## src/rtl/stopwatch_lap_core.sv

```systemverilog
// stopwatch_lap_core: MM:SS BCD stopwatch / countdown with a lap freeze,
// preset buttons and a 4-digit multiplexed active-low 7-segment display.
module stopwatch_lap_core #(
  parameter int CLK_HZ   = 50_000_000,
  parameter int SCAN_DIV = 50_000,
  parameter int MIN_MAX  = 59
) (
  input  logic       clk,
  input  logic       rst,
  input  logic       start_btn,
  input  logic       stop_btn,
  input  logic       lap_btn,
  input  logic       clear_btn,
  input  logic       inc_min_btn,
  input  logic       inc_sec_btn,
  input  logic       down_sw,
  output logic [6:0] seg,
  output logic [3:0] an,
  output logic       running,
  output logic       expired,
  output logic       lap_active
);

  localparam int PW = $clog2(CLK_HZ);
  localparam int SW = (SCAN_DIV > 1) ? $clog2(SCAN_DIV) : 1;
  localparam logic [3:0] MAX_T = 4'(MIN_MAX / 10);
  localparam logic [3:0] MAX_O = 4'(MIN_MAX % 10);

  typedef enum logic [1:0] {S_IDLE = 2'd0, S_RUN = 2'd1, S_EXP = 2'd2} state_t;

  state_t        state_q, state_d;
  logic [5:0]    btn_now, btn_q, btn_e;
  logic          start_e, stop_e, lap_e, clear_e, inc_min_e, inc_sec_e;
  logic [PW-1:0] presc_q, presc_d;
  logic [15:0]   time_q, time_d, latch_q, latch_d;   // {m_tens, m_ones, s_tens, s_ones}
  logic          lap_q, lap_d;
  logic [3:0]    s1, s10, m1, m10;
  logic [7:0]    sec_inc, sec_dec, min_inc, min_dec;
  logic          sec_carry, sec_borrow;
  logic [15:0]   up_time, dn_time;
  logic          tick, expire, time_zero;
  logic [SW-1:0] scan_q;
  logic [1:0]    dig_q;
  logic [6:0]    seg_q, seg_d;
  logic [3:0]    an_q, an_d;
  logic [15:0]   disp_time;
  logic [3:0]    disp_bcd;

  function automatic logic [6:0] seg_code(input logic [3:0] d);
    case (d)
      4'd0: seg_code = 7'b1000000;
      4'd1: seg_code = 7'b1111001;
      4'd2: seg_code = 7'b0100100;
      4'd3: seg_code = 7'b0110000;
      4'd4: seg_code = 7'b0011001;
      4'd5: seg_code = 7'b0010010;
      4'd6: seg_code = 7'b0000010;
      4'd7: seg_code = 7'b1111000;
      4'd8: seg_code = 7'b0000000;
      4'd9: seg_code = 7'b0010000;
      default: seg_code = 7'b1111111;
    endcase
  endfunction

  assign btn_now   = {inc_sec_btn, inc_min_btn, clear_btn, lap_btn, stop_btn, start_btn};
  assign btn_e     = btn_now & ~btn_q;
  assign start_e   = btn_e[0];
  assign stop_e    = btn_e[1];
  assign lap_e     = btn_e[2];
  assign clear_e   = btn_e[3];
  assign inc_min_e = btn_e[4];
  assign inc_sec_e = btn_e[5];

  assign {m10, m1, s10, s1} = time_q;
  assign time_zero = (time_q == 16'h0000);
  assign tick      = (state_q == S_RUN) && (presc_q == PW'(CLK_HZ - 1));
  // A stop on the tick cycle wins: the second is abandoned, not counted.
  assign expire    = tick && !stop_e && down_sw && (dn_time == 16'h0000);

  // Previous button levels; reset high so a button held through reset is not an edge.
  always_ff @(posedge clk or posedge rst) begin
    if (rst) btn_q <= '1;
    else     btn_q <= btn_now;
  end

  // BCD +1 / -1 candidates for seconds and minutes, shared by ticks and presets.
  always_comb begin
    sec_carry  = 1'b0;
    sec_borrow = 1'b0;
    if (s1 == 4'd9) begin
      if (s10 == 4'd5) begin sec_inc = 8'h00; sec_carry = 1'b1; end
      else             sec_inc = {s10 + 4'd1, 4'd0};
    end else           sec_inc = {s10, s1 + 4'd1};
    if (s1 == 4'd0) begin
      if (s10 == 4'd0) begin sec_dec = 8'h59; sec_borrow = 1'b1; end
      else             sec_dec = {s10 - 4'd1, 4'd9};
    end else           sec_dec = {s10, s1 - 4'd1};
    if ({m10, m1} == {MAX_T, MAX_O}) min_inc = 8'h00;
    else if (m1 == 4'd9)             min_inc = {m10 + 4'd1, 4'd0};
    else                             min_inc = {m10, m1 + 4'd1};
    if ({m10, m1} == 8'h00)          min_dec = {MAX_T, MAX_O};
    else if (m1 == 4'd0)             min_dec = {m10 - 4'd1, 4'd9};
    else                             min_dec = {m10, m1 - 4'd1};
    up_time = {sec_carry  ? min_inc : {m10, m1}, sec_inc};
    dn_time = {sec_borrow ? min_dec : {m10, m1}, sec_dec};
  end

  // FSM state register.
  always_ff @(posedge clk or posedge rst) begin
    if (rst) state_q <= S_IDLE;
    else     state_q <= state_d;
  end

  // FSM next state: clear beats stop, stop beats start.
  always_comb begin
    state_d = state_q;
    if (clear_e) state_d = S_IDLE;
    else begin
      case (state_q)
        S_IDLE:  if (start_e && !stop_e && !(down_sw && time_zero)) state_d = S_RUN;
        S_RUN:   if (stop_e) state_d = S_IDLE;
                 else if (expire) state_d = S_EXP;
        S_EXP:   if (inc_min_e || inc_sec_e) state_d = S_IDLE;
        default: state_d = S_IDLE;
      endcase
    end
  end

  // FSM outputs.
  always_comb begin
    running    = (state_q == S_RUN);
    expired    = (state_q == S_EXP);
    lap_active = lap_q;
  end

  // Time, prescaler and lap next-state.
  always_comb begin
    time_d  = time_q;
    latch_d = latch_q;
    lap_d   = lap_q;
    presc_d = '0;
    if (clear_e) begin
      time_d = '0;
      lap_d  = 1'b0;
    end else if (state_q == S_RUN) begin
      if (!stop_e) begin
        if (tick) time_d  = down_sw ? dn_time : up_time;
        else      presc_d = presc_q + PW'(1);
      end
      if (lap_e) begin
        lap_d = ~lap_q;
        if (!lap_q) latch_d = time_q;
      end
      if (expire) lap_d = 1'b0;
    end else begin
      if (inc_sec_e) time_d[7:0]  = sec_inc;
      if (inc_min_e) time_d[15:8] = min_inc;
      if (lap_e && state_q == S_IDLE) lap_d = 1'b0;
    end
  end

  // Time, lap latch and prescaler registers.
  always_ff @(posedge clk or posedge rst) begin
    if (rst) begin
      time_q  <= '0;
      latch_q <= '0;
      lap_q   <= 1'b0;
      presc_q <= '0;
    end else begin
      time_q  <= time_d;
      latch_q <= latch_d;
      lap_q   <= lap_d;
      presc_q <= presc_d;
    end
  end

  // Digit selection and segment encoding for the digit currently scanned.
  always_comb begin
    disp_time = lap_q ? latch_q : time_q;
    disp_bcd  = disp_time[{dig_q, 2'b00} +: 4];
    seg_d     = seg_code(disp_bcd);
    an_d      = ~(4'b0001 << dig_q);
  end

  // Scan counter, digit index and registered display outputs.
  always_ff @(posedge clk or posedge rst) begin
    if (rst) begin
      scan_q <= '0;
      dig_q  <= 2'd0;
      seg_q  <= 7'b1111111;
      an_q   <= 4'b1111;
    end else begin
      if (scan_q == SW'(SCAN_DIV - 1)) begin
        scan_q <= '0;
        dig_q  <= dig_q + 2'd1;
      end else begin
        scan_q <= scan_q + SW'(1);
      end
      seg_q <= seg_d;
      an_q  <= an_d;
    end
  end

  assign seg = seg_q;
  assign an  = an_q;

endmodule

```

## config.mk

```make
export PLATFORM = sky130hd
export DESIGN_NAME = stopwatch_lap_core
export DESIGN_NICKNAME = d
export VERILOG_FILES = /design/src/rtl/stopwatch_lap_core.sv
export SDC_FILE = /design/constraint.sdc
export NUM_CORES = 1
export LEC_CHECK = 0
export ABC_CLOCK_PERIOD_IN_PS = 4300
export BUFFER_PORTS_ARGS = -buffer_cell sky130_fd_sc_hd__buf_2
export CORE_ASPECT_RATIO = 0.8
export CORE_MARGIN = 1
export CORE_UTILIZATION = 54
export CTS_CLUSTER_DIAMETER = 50
export DETAILED_ROUTE_END_ITERATION = 6
export GPL_ROUTABILITY_DRIVEN = 0
export PLACE_DENSITY = 0.76
export SLEW_MARGIN = 20
export SYNTH_ARGS = -nofsm -noshare
export SYNTH_HDL_FRONTEND = slang
export SYNTH_SLANG_ARGS = --single-unit
export TNS_END_PERCENT = 30
```

## constraint.sdc

```tcl
create_clock -name clk -period 4.3 [get_ports clk]
set_clock_uncertainty 0.15 [all_clocks]
set_input_delay 0.645 -clock clk [delete_from_list [all_inputs] [get_ports clk]]
set_output_delay 0.645 -clock clk [all_outputs]
set_load 0.02 [all_outputs]
```

# --- Word-level counts from Yosys, hierarchy flattened ---
# Memory sizes are Yosys's and may differ from the RTL's. A register that Yosys moved wholly into a read port is not among the register bits.
# Index checks and enable logic that the tools add are counted.
word_totals:
  reg_bits: 89
  mem_bits_ro: 112
  inputBits: 9
  output_inout_bits: 14
  mem_count: 1
classes:
  add_sub_neg: 11
  eq_ne: 15
  shifts: 2
  mux: 38
  n_bitwise: 5
  reduce_logical: 26
mem_list:
  columns: ["name", "words", "word_bits", "read_ports", "rd_clocked_by_memory_dff", "write_ports", "line", "text"]
  rows:
  - ["(no name shown)", 16, 7, 1, 1, 0, "50", "case (d)"]
op_table:
  columns: ["op", "count"]
  rows:
  - ["2-to-1 mux 16 bit", 7]
  - ["2-to-1 mux 26 bit", 4]
  - ["2-to-1 mux 8 bit", 12]
  - ["zero test 16 bit", 2]
  - ["adder 26 x 1 -> 26 bit (second input constant)", 1]
  - ["== test 26 bit (second input constant)", 1]
  - ["adder 16 x 1 -> 16 bit (second input constant)", 1]
  - ["adder 4 x 1 -> 4 bit (second input constant)", 4]
  - ["== test 16 bit (second input constant)", 1]
  - ["indexed part select 16 x 5 -> 4 bit", 1]
  - ["subtractor 4 x 1 -> 4 bit (second input constant)", 4]
  - ["zero test 4 bit", 3]
  - ["2-to-1 mux 2 bit", 5]
  - ["2-to-1 mux 1 bit", 9]
  - ["AND reduction 3 bit", 3]
  - ["nonzero test 3 bit", 3]
  - ["== test 4 bit (second input constant)", 2]
  - ["== test 8 x 7 -> 1 bit (second input constant)", 1]
  - ["logical AND 1 bit", 8]
  - ["zero test 8 bit", 1]
  - ["inequality test 4 x 1 -> 1 bit (second input constant)", 2]
  - ["bitwise AND 6 bit", 1]
  - ["inequality test 3 x 1 -> 1 bit (second input constant)", 2]
  - ["inverter 6 bit", 1]
  - ["16 further kinds", 18]

# --- Longest topological paths before layout ---
# Gate-level depths: netlist of the first run.
depth:
  ltp_word: 10
  mapped_depth: 8
  ltp_nobuf: 7

# --- Worst setup path before layout of the first run ---
# Ideal clock, no wire load.
synth_timing:
  path_kind: "flip-flop to flip-flop"
  startpoint: "register time_q[1]"
  endpoint: "register time_q[8]"
  setup_time_ns: 0.125
  arrival_time_ns: 2.162
  t_required_ns: 4.025
  slack_ns: 1.863
  stages_incl_launch_ff: 9
  path_buffers: 1
  synth_period_minus_slack_ns: 2.437
  cell_sequence: "dfrtp_1 inv_1 ha_1 and3b_2 nand4b_4 a2111o_1 and2_1 buf_6 mux2_4"
synth_via:
  elab_chain_cells: 8
synth_rtl:
  columns: ["item", "line", "text"]
  rows:
  - ["start, declared", "35", "logic [15:0] time_q, time_d, latch_q, latch_d;"]
  - ["start signal, assigned", "170", "time_q <= time_d;"]
  - ["zero test 4 bit", "94", "if (s1 == 4'd0) begin"]
  - ["2-to-1 mux 1 bit", "94", null]
  - ["2-to-1 mux 8 bit", "105", "dn_time = {sec_borrow ? min_dec : {m10, m1}, sec_dec};"]
  - ["2-to-1 mux 16 bit (2 in a row)", "147", "if (tick) time_d = down_sw ? dn_time : up_time;"]
  - ["2-to-1 mux 16 bit", "146", "if (!stop_e) begin"]
  - ["2-to-1 mux 16 bit", "145", "end else if (state_q == S_RUN) begin"]
  - ["2-to-1 mux 16 bit", "142", "if (clear_e) begin"]
# Parallel ways exist; a longest one is shown, timed or not. The select of a mux whose other input is x is not followed.
# A chain may end at the register's enable or synchronous reset.

# --- Worst setup path in the final report of the first run ---
layout_timing:
  startpoint: "register time_q[1]"
  endpoint: "register state_q[0]"
layout_via:
  elab_chain_cells: 7
layout_rtl:
  columns: ["item", "line", "text"]
  rows:
  - ["parallel branches: the longest is 6 deep, another holds subtractor 4 x 1 -> 4 bit", null, null]
  - ["AND reduction 3 bit (no source line) *", null, null]
  - ["end signal, assigned", "111", "else state_q <= state_d;"]
  - ["end, declared", "31", "state_t state_q, state_d;"]
# Mark *: on every way between the ends.

==> reports/results.md, run 1 <==
| Group | Item | This run |
|:---|:---|:---|
| run | Number of max-cap violations | 0 |
| cells and area | Layout fillers | 821 |
| worst setup path | Data required time of the worst path | 4.36 ns |
| cts | CTS H-tree lvls | 3 |
| cts | CTS Buf Count | 9 |
| global routing | Maximum number of pins on one net before global-route repair | 64 |
| cts | Number of clock sinks seen by CTS | 96 |
| routing | Initial drt markers | 244 |
| cts | Maximum root-to-sink buffer count | 2 |
| timing | Slew of the pin with the lowest slew margin | 1.09 ns |
| power | Cell Pwr Density | 426 nW/um^2 |
| timing | Setup TNS after final layout | 0 ns |
| routing | Remaining antenna violation count | 0 |
| floorplanning | Standard-cell rows | 32 |
| worst setup path | WS Path Type | register to register |
| timing | Minimum clock period after layout | 2.90 ns |
| logic synthesis | Dominant cells by area after synthesis | sky130_fd_sc_hd__dfrtp_1 (35%), sky130_fd_sc_hd__dfstp_2 (8.0%), sky130_fd_sc_hd__ha_1 (5.6%), sky130_fd_sc_hd__xor2_1 (4.4%), sky130_fd_sc_hd__nor2_1 (3.9%) |
| global routing | First-pass GRT wire length | 19900 um |
| logic synthesis | Post-Syn Area per Cell | 10.1 um^2 |
| floorplanning | Die X | 116 um |
| cts | CTS root buffer | sky130_fd_sc_hd__clkbuf_16 |
| cells and area | Number of diodes added for antenna fixing | 0 |
| cells and area | Layout net count | 598 |
| cts | Insertion delay to the later sink of the worst-skew pair | 0.35 ns |
| worst setup path | Endpoint of the worst register-to-register path | state_q[0] |
| logic synthesis | Count of state elements after synthesis | 96 |
| logic synthesis | Number of enable-type register cells in the synthesized netlist | 0 |
| placed design | Setup Slack @ Placement | 1.46 ns |
| routing | # DRC | 0 |
| cells and area | Synthesis-to-finish area growth | 8.49% |
| floorplanning | IO Pins | 23 |
| logic synthesis | Synthesized instance count | 553 |
| worst hold path | Kind of path behind the tightest hold check | input pin to async pin |
| floorplanning | Chip Height | 93.2 um |
| cts | Clock transition at the register clock pins on the worst setup and hold paths after CTS | 0.07 ns |
| floorplanning | Area inside the core boundary | 9850 um^2 |
| cts | Resize count post-CTS | 0 |
| floorplanning | Area enclosed by the die boundary | 10800 um^2 |
| routing | Total Wirelength | 11600 um |
| timing | Final count of hold timing violations | 0 |
| global routing | Total congestion overflow after global routing | 0 |
| worst setup path | Termination of the worst setup path | state_q[0] |
| worst setup path | Kind of capture point of the worst setup path | register |
| logic synthesis | Commonest register cell after synthesis | sky130_fd_sc_hd__dfrtp_1 |
| logic synthesis | Number of unique standard cell types used by synthesis | 69 |
| logic synthesis | Warnings from Yosys | 0 |
| timing | Max transition margin | 26.5% |
| run status | Run status | completed |
| global routing | Antenna violations before repair | 0 |
| power | Overall power of the completed layout | 0.00259 W |
| cts | Post-CTS setup buffer count | 0 |
| worst setup path | Minimum setup slack among reg-to-reg paths | 1.40 ns |
| routing | Average wire per cell in the routed design | 16.5 um |
| cells and area | Share of layout cells above drive strength 1 | 17.6% |
| routing | Detail-routed via count per cell | 6.12 |
| worst setup path | Kind of launch point of the worst setup path | register |
| logic synthesis | Combined area of all synthesized cells | 5610 um^2 |
| worst setup path | Worst EP arrival | 2.96 ns |
| worst setup path | Timing startpoint of the critical path | time_q[1] |
| timing | Final setup violation count | 0 |
| placed design | Detailed-placement wirelength estimate | 8150 um |
| logic synthesis | Fraction of the yosys area taken by sequential cells | 43.2% |
| logic synthesis | Post-Synthesis Net Count | 587 |
| power | Standby leakage power | 2.65 nW |
| cts | Cts hold-fix bufs | 0 |
| global routing | Via count of the first global-routing pass | 4107 |
| worst setup path | Critical Path Fanout Max | 10 |
| routing | Vias post-DR | 4314 |
| routing | Number of iterations in the first detailed-routing pass | 5 |
| timing | Pins Over Slew Limit | 0 |
| cts | CTS tree | yes |
| global routing | Global router's overall resource usage | 23.7% |
| timing | Final Cycle Share | 67.4% |
| logic synthesis | Share of synthesized registers carrying an async set or reset | 100% |
| power | Maximum ir drop on the vdd rail | 249 uV |
| placed design | Quantity of I/O buffers inserted on ports | 22 |
| logic synthesis | Portion of synthesized cell area occupied by the leading cell type | 35.2% |
| worst setup path | Reg-to-Reg Start | time_q[1] |
| logic synthesis | Post-synthesis cell type with the largest combined area | sky130_fd_sc_hd__dfrtp_1 |
| timing | PnR worst setup slack | 1.40 ns |
| timing | Highest attainable clock frequency | 345 MHz |
| timing | RSZ-0062 raised after global routing | no |
| worst setup path | Depth of the worst register-to-register path | 7 |
| floorplanning | Starting Density | 57.0% |
-- layout make-up --
cell class / count / area [um^2] / area share, %
Sequential cell: 96 / 2420 / 39.8
Tap cell: 136 / 170 / 2.79
Inverter: 27 / 103 / 1.69
Clock buffer: 10 / 239 / 3.93
Timing Repair Buffer: 26 / 140 / 2.30
Multi-Input combinational cell: 404 / 2970 / 48.8
Clock inverter: 6 / 40.0 / 0.658
-- cells by family (layout without fill, tap and decap cells) --
logic type,Yosys count,after routing,share of synthesized area [%]
XOR/XNOR,43,43,6.71
AND/OR/NAND/NOR,215,215,21.2
adder cells (fa/ha/maj),25,25,5.57
buffers and inverters,53,69,3.95
multiplexers,33,33,8.18
AO/OA/AOI/OAI,88,88,11.2
flip-flops,96,96,43.2
-- synth_stat cells, drive strengths merged, types with 3 or more instances --
| master | number |
|---|---|
| o21ai | 17 |
| dfstp | 17 |
| clkbuf | 15 |
| nor4 | 6 |
| nand3b | 5 |
| and3 | 9 |
| ha | 25 |
| mux2i | 5 |
| nor4b | 5 |
| xor2 | 28 |
| xnor2 | 15 |
| mux4 | 8 |
| buf | 11 |
| nand3 | 30 |
| a311oi | 4 |
| a31oi | 6 |
| o21a | 3 |
| nor4bb | 3 |
| nor3 | 14 |
| nand2b | 9 |
| or3b | 3 |
| o211ai | 4 |
| a21oi | 15 |
| mux2 | 20 |
| nor2 | 59 |
| and4 | 4 |
| nand4 | 15 |
| o22ai | 5 |
| dfrtp | 79 |
| a22o | 3 |
| nor3b | 7 |
| nand2 | 26 |
| and2 | 5 |
| a211oi | 4 |
| o31ai | 4 |
| and3b | 3 |
| nor2b | 5 |
| inv | 27 |
-- registers in the layout, summed over array words and instances (netlist names) --
register,cells
an,4
latch_q,16
state_q,2
seg,7
lap_active,1
time_q,16
dig_q,2
presc_q,26
scan_q,16
btn_q,6
-- cell usage in the layout, fill, tap and decap left out, drive strengths merged, types with 14 or more instances in the layout --
master / n
nor2: 59
inv: 28
mux2: 20
xor2: 28
nand3: 30
buf: 26
a21oi: 15
nand2: 26
dfrtp: 79
nand4: 15
xnor2: 15
nor3: 14
dfstp: 17
ha: 25
o21ai: 17
-- through the flow --
step / hold slack, ns / instances / util, % / area (um^2)
after floorplan: 0.305 / 553 / - / 5610
after global placement: 0.323 / 689 / 58.9 / 5800
after detailed placement: 0.333 / 689 / 58.9 / 5800
after CTS: 0.176 / 705 / 61.8 / 6080
after global routing: 0.204 / 705 / 61.8 / 6090
final: 0.158 / 705 / 61.8 / 6090
-- where the power goes --
part	total, W	switching, W	internal (W)
clock	0.000759	0.000350	0.000409
sequential	0.00115	0.000132	0.00102
combinational	0.000683	0.000388	0.000294
-- layer usage --
metal | part of all wire (%) | wire (um) | track usage [%] | up-vias
li1 | - | - | - | 2015
met1 | 47 | 5450 | 33.6 | 2125
met2 | 45 | 5170 | 35.9 | 157
met3 | 6.9 | 804 | 4.99 | 17
met4 | 1.5 | 178 | 8.12 | 0
met5 | 0 | 0 | 0 | -
-- worst max-delay path: stages, from the launching register on --
cell                      delay (ns)
sky130_fd_sc_hd__dfrtp_1        0.46
sky130_fd_sc_hd__inv_1          0.14
sky130_fd_sc_hd__ha_1           0.29
sky130_fd_sc_hd__nor3b_2        0.60
sky130_fd_sc_hd__nand2_1        0.25
sky130_fd_sc_hd__o32a_1         0.45
sky130_fd_sc_hd__nor4_2         0.28
sky130_fd_sc_hd__a31oi_1        0.13
-- worst min-delay path by stage --
stage	slack, ns	cells past startpoint	endpoint
after floorplan	0.30	1	presc_q[0]
after global placement	0.32	1	presc_q[0]
after detailed placement	0.33	1	scan_q[0]
after CTS	0.18	2	presc_q[14]
after global routing	0.20	2	scan_q[13]
final	0.16	2	presc_q[14]
Note: power is estimated with default switching activity, not from simulation.
==> run 2: changes to the inputs <==
--- a/config.mk
+++ b/config.mk
@@ -5,7 +5,7 @@
 export SDC_FILE = /design/constraint.sdc
 export NUM_CORES = 1
 export LEC_CHECK = 0
-export ABC_CLOCK_PERIOD_IN_PS = 4300
+export ABC_CLOCK_PERIOD_IN_PS = 3000
 export BUFFER_PORTS_ARGS = -buffer_cell sky130_fd_sc_hd__buf_2
 export CORE_ASPECT_RATIO = 0.8
 export CORE_MARGIN = 1
==> constraint.sdc (replaced) <==
create_clock -name clk -period 3 [get_ports clk]
set_clock_uncertainty 0.15 [all_clocks]
set_input_delay 0.45 -clock clk [delete_from_list [all_inputs] [get_ports clk]]
set_output_delay 0.45 -clock clk [all_outputs]
set_load 0.02 [all_outputs]
==> reports/results.md, run 2 (synthesis gave the netlist of run 1 again) <==
| Group | Item | This run | Delta |
|:---|:---|:---|:---|
| timing | Slew of the pin with the lowest slew margin | 0.827 ns | -0.266 ns |
| floorplanning | Starting Density | 57.0% | unchanged |
| run | Number of max-cap violations | 0 | unchanged |
| cts | CTS tree | yes |  |
| power | Maximum ir drop on the vdd rail | 433 uV | +74% |
| worst setup path | Critical Path Fanout Max | 8 | -2 |
| run status | Run status | completed |  |
| placed design | Setup Slack @ Placement | 0.209 ns | -1.25 ns |
| worst setup path | Endpoint of the worst register-to-register path | time_q[8] |  |
| timing | Pins Over Slew Limit | 0 | unchanged |
| cells and area | Layout net count | 613 | +2.5% |
| worst setup path | Depth of the worst register-to-register path | 7 | unchanged |
| global routing | Global router's overall resource usage | 24.8% | +1.2 points |
| routing | Vias post-DR | 4397 | +1.9% |
| power | Standby leakage power | 2.74 nW | +3.4% |
| cells and area | Register with the most flip-flops | presc_q |  |
| timing | Max transition margin | 44.9% | +18 points |
| cts | Maximum root-to-sink buffer count | 2 | unchanged |
| worst setup path | Crit-path cells | inv_1, ha_1, and3b_2, nand4b_4, a2111o_1, and2_1, mux2_4 |  |
| cells and area | Flip-flop count of the largest register after layout | 26 | unchanged |
| timing | Highest attainable clock frequency | 361 MHz | +4.6% |
| timing | RSZ-0062 raised after global routing | no |  |
| timing | Hold slack final | 0.0574 ns | -0.101 ns |
| global routing | Via count of the first global-routing pass | 4300 | +4.7% |
| timing | Final count of hold timing violations | 0 | unchanged |
| routing | Number of iterations in the first detailed-routing pass | 5 | unchanged |
| routing | Detail-routed via count per cell | 6.11 | -0.20% |
| cts | Resize count post-CTS | 0 | unchanged |
| power | Overall power of the completed layout | 0.00393 W | +52% |
| cts | CTS H-tree lvls | 3 | unchanged |
| global routing | Antenna violations before repair | 0 | unchanged |
| routing | Initial drt markers | 345 | +41% |
| timing | Final setup violation count | 0 | unchanged |
| cells and area | Share of layout cells above drive strength 1 | 19.9% | +2.3 points |
| worst setup path | Kind of capture point of the worst setup path | register |  |
| routing | Total Wirelength | 12400 um | +6.6% |
| timing | PnR worst setup slack | 0.228 ns | -1.17 ns |
| cells and area | Synthesis-to-finish area growth | 11.2% |  |
| routing | Remaining antenna violation count | 0 | unchanged |
| worst setup path | Minimum setup slack among reg-to-reg paths | 0.23 ns | -1.17 ns |
| routing | Average wire per cell in the routed design | 17.2 um | +4.4% |
| floorplanning | Area enclosed by the die boundary | 10800 um^2 | unchanged |
| cts | Clock transition at the register clock pins on the worst setup and hold paths after CTS | 0.07 ns | about the same |
| cts | Cts hold-fix bufs | 0 | unchanged |
| worst setup path | WS Path Type | register to register |  |
| worst setup path | Data required time of the worst path | 3.09 ns | -1.27 ns |
| floorplanning | Die X | 116 um | unchanged |
| worst hold path | Kind of path behind the tightest hold check | input pin to register |  |
| timing | Final Cycle Share | 92.4% | +25 points |
| global routing | Total congestion overflow after global routing | 0 | unchanged |
| global routing | First-pass GRT wire length | 20800 um | +4.7% |
| worst setup path | Slowest cell on crit path | sky130_fd_sc_hd__a2111o_1 |  |
| worst setup path | Timing startpoint of the critical path | time_q[1] |  |
| cells and area | Most common cell after layout, fill and taps aside | sky130_fd_sc_hd__dfrtp_1 |  |
| floorplanning | Standard-cell rows | 32 | unchanged |
| placed design | Detailed-placement wirelength estimate | 8520 um | +4.6% |
| cts | Post-CTS setup buffer count | 0 | unchanged |
| floorplanning | IO Pins | 23 | unchanged |
| global routing | Maximum number of pins on one net before global-route repair | 97 | +52% |
| worst setup path | Reg-to-Reg Start | time_q[1] |  |
| routing | # DRC | 0 | unchanged |
| cts | CTS Buf Count | 9 | unchanged |
| worst setup path | Kind of launch point of the worst setup path | register |  |
| cts | Insertion delay to the later sink of the worst-skew pair | 0.35 ns | about the same |
| cells and area | Top library cells by usage in the layout, fill and taps aside | sky130_fd_sc_hd__dfrtp_1 (79), sky130_fd_sc_hd__nor2_1 (59), sky130_fd_sc_hd__nand3_1 (30) |  |
| worst setup path | Worst EP arrival | 2.86 ns | -0.10 ns |
| floorplanning | Chip Height | 93.2 um | unchanged |
| cts | Number of clock sinks seen by CTS | 96 | unchanged |
| cts | CTS root buffer | sky130_fd_sc_hd__clkbuf_16 |  |
| floorplanning | Area inside the core boundary | 9850 um^2 | unchanged |
| worst setup path | Maximum cell stage delay along the critical path | 0.56 ns | -0.04 ns |
| power | Cell Pwr Density | 629 nW/um^2 | +48% |
| worst setup path | Termination of the worst setup path | time_q[8] |  |
| cells and area | Number of diodes added for antenna fixing | 0 | unchanged |
| placed design | Quantity of I/O buffers inserted on ports | 22 | unchanged |
| timing | Minimum clock period after layout | 2.77 ns | -0.127 ns |
| timing | Setup TNS after final layout | 0 ns | unchanged |
-- run 2: final cells by class --
class / instances / area, um^2
clock buffers: 9 / 225
clock inverters: 7 / 83.8
fillers: 810 / 3610
inverters: 27 / 105
multi-input cells: 404 / 2970
flip-flops and latches: 96 / 2420
well taps: 136 / 170
repair buffers: 41 / 265
-- run 2: critical path: cells and delay by family (launching register included) --
family	cells	cell delay, ns
and+or+nand+nor	3	0.75
AOI/OAI and AO/OA	1	0.56
DFF	1	0.46
muxes	1	0.34
adders and majority gates	1	0.25
buffers and inverters	1	0.15
-- run 2: how the worst min path moves through the flow --
| stage | slack [ns] | to | cells after the start | from |
|---|---|---|---|---|
| finish | 0.06 | btn_q[0] | 1 | start_btn |
| global route | 0.05 | btn_q[5] | 1 | inc_sec_btn |
| CTS | 0.05 | btn_q[0] | 1 | start_btn |
| detailed placement | 0.33 | scan_q[0] | 1 | scan_q[0] |
| global placement | 0.32 | presc_q[0] | 1 | presc_q[0] |
| floorplan | 0.30 | btn_q[0] | 0 | start_btn |
-- run 2: metrics by stage --
stage	utilization [%]	cells	area, um^2
finish	63.4	720	6240
detailed placement	60.2	704	5930
floorplan	-	553	5620
global placement	60.2	704	5930
CTS	63.4	720	6240
global route	63.4	720	6240
-- run 2: power breakdown --
group          total (W)  switching, W  internal [W]
Sequential       0.00160      0.000135       0.00146
Combinational    0.00112      0.000654      0.000467
Clock            0.00121      0.000546      0.000666
-- run 2: per-layer routing --
layer  share of wire [%]  GRT usage [%]  wire, um  vias to the layer above
li1                    -              -         -                     2051
met1                  44           34.3      5470                     2159
met2                  47           38.7      5860                      172
met3                 7.5           5.77       934                       15
met4                0.92           7.69       114                        0
met5                   0              0         0                        -
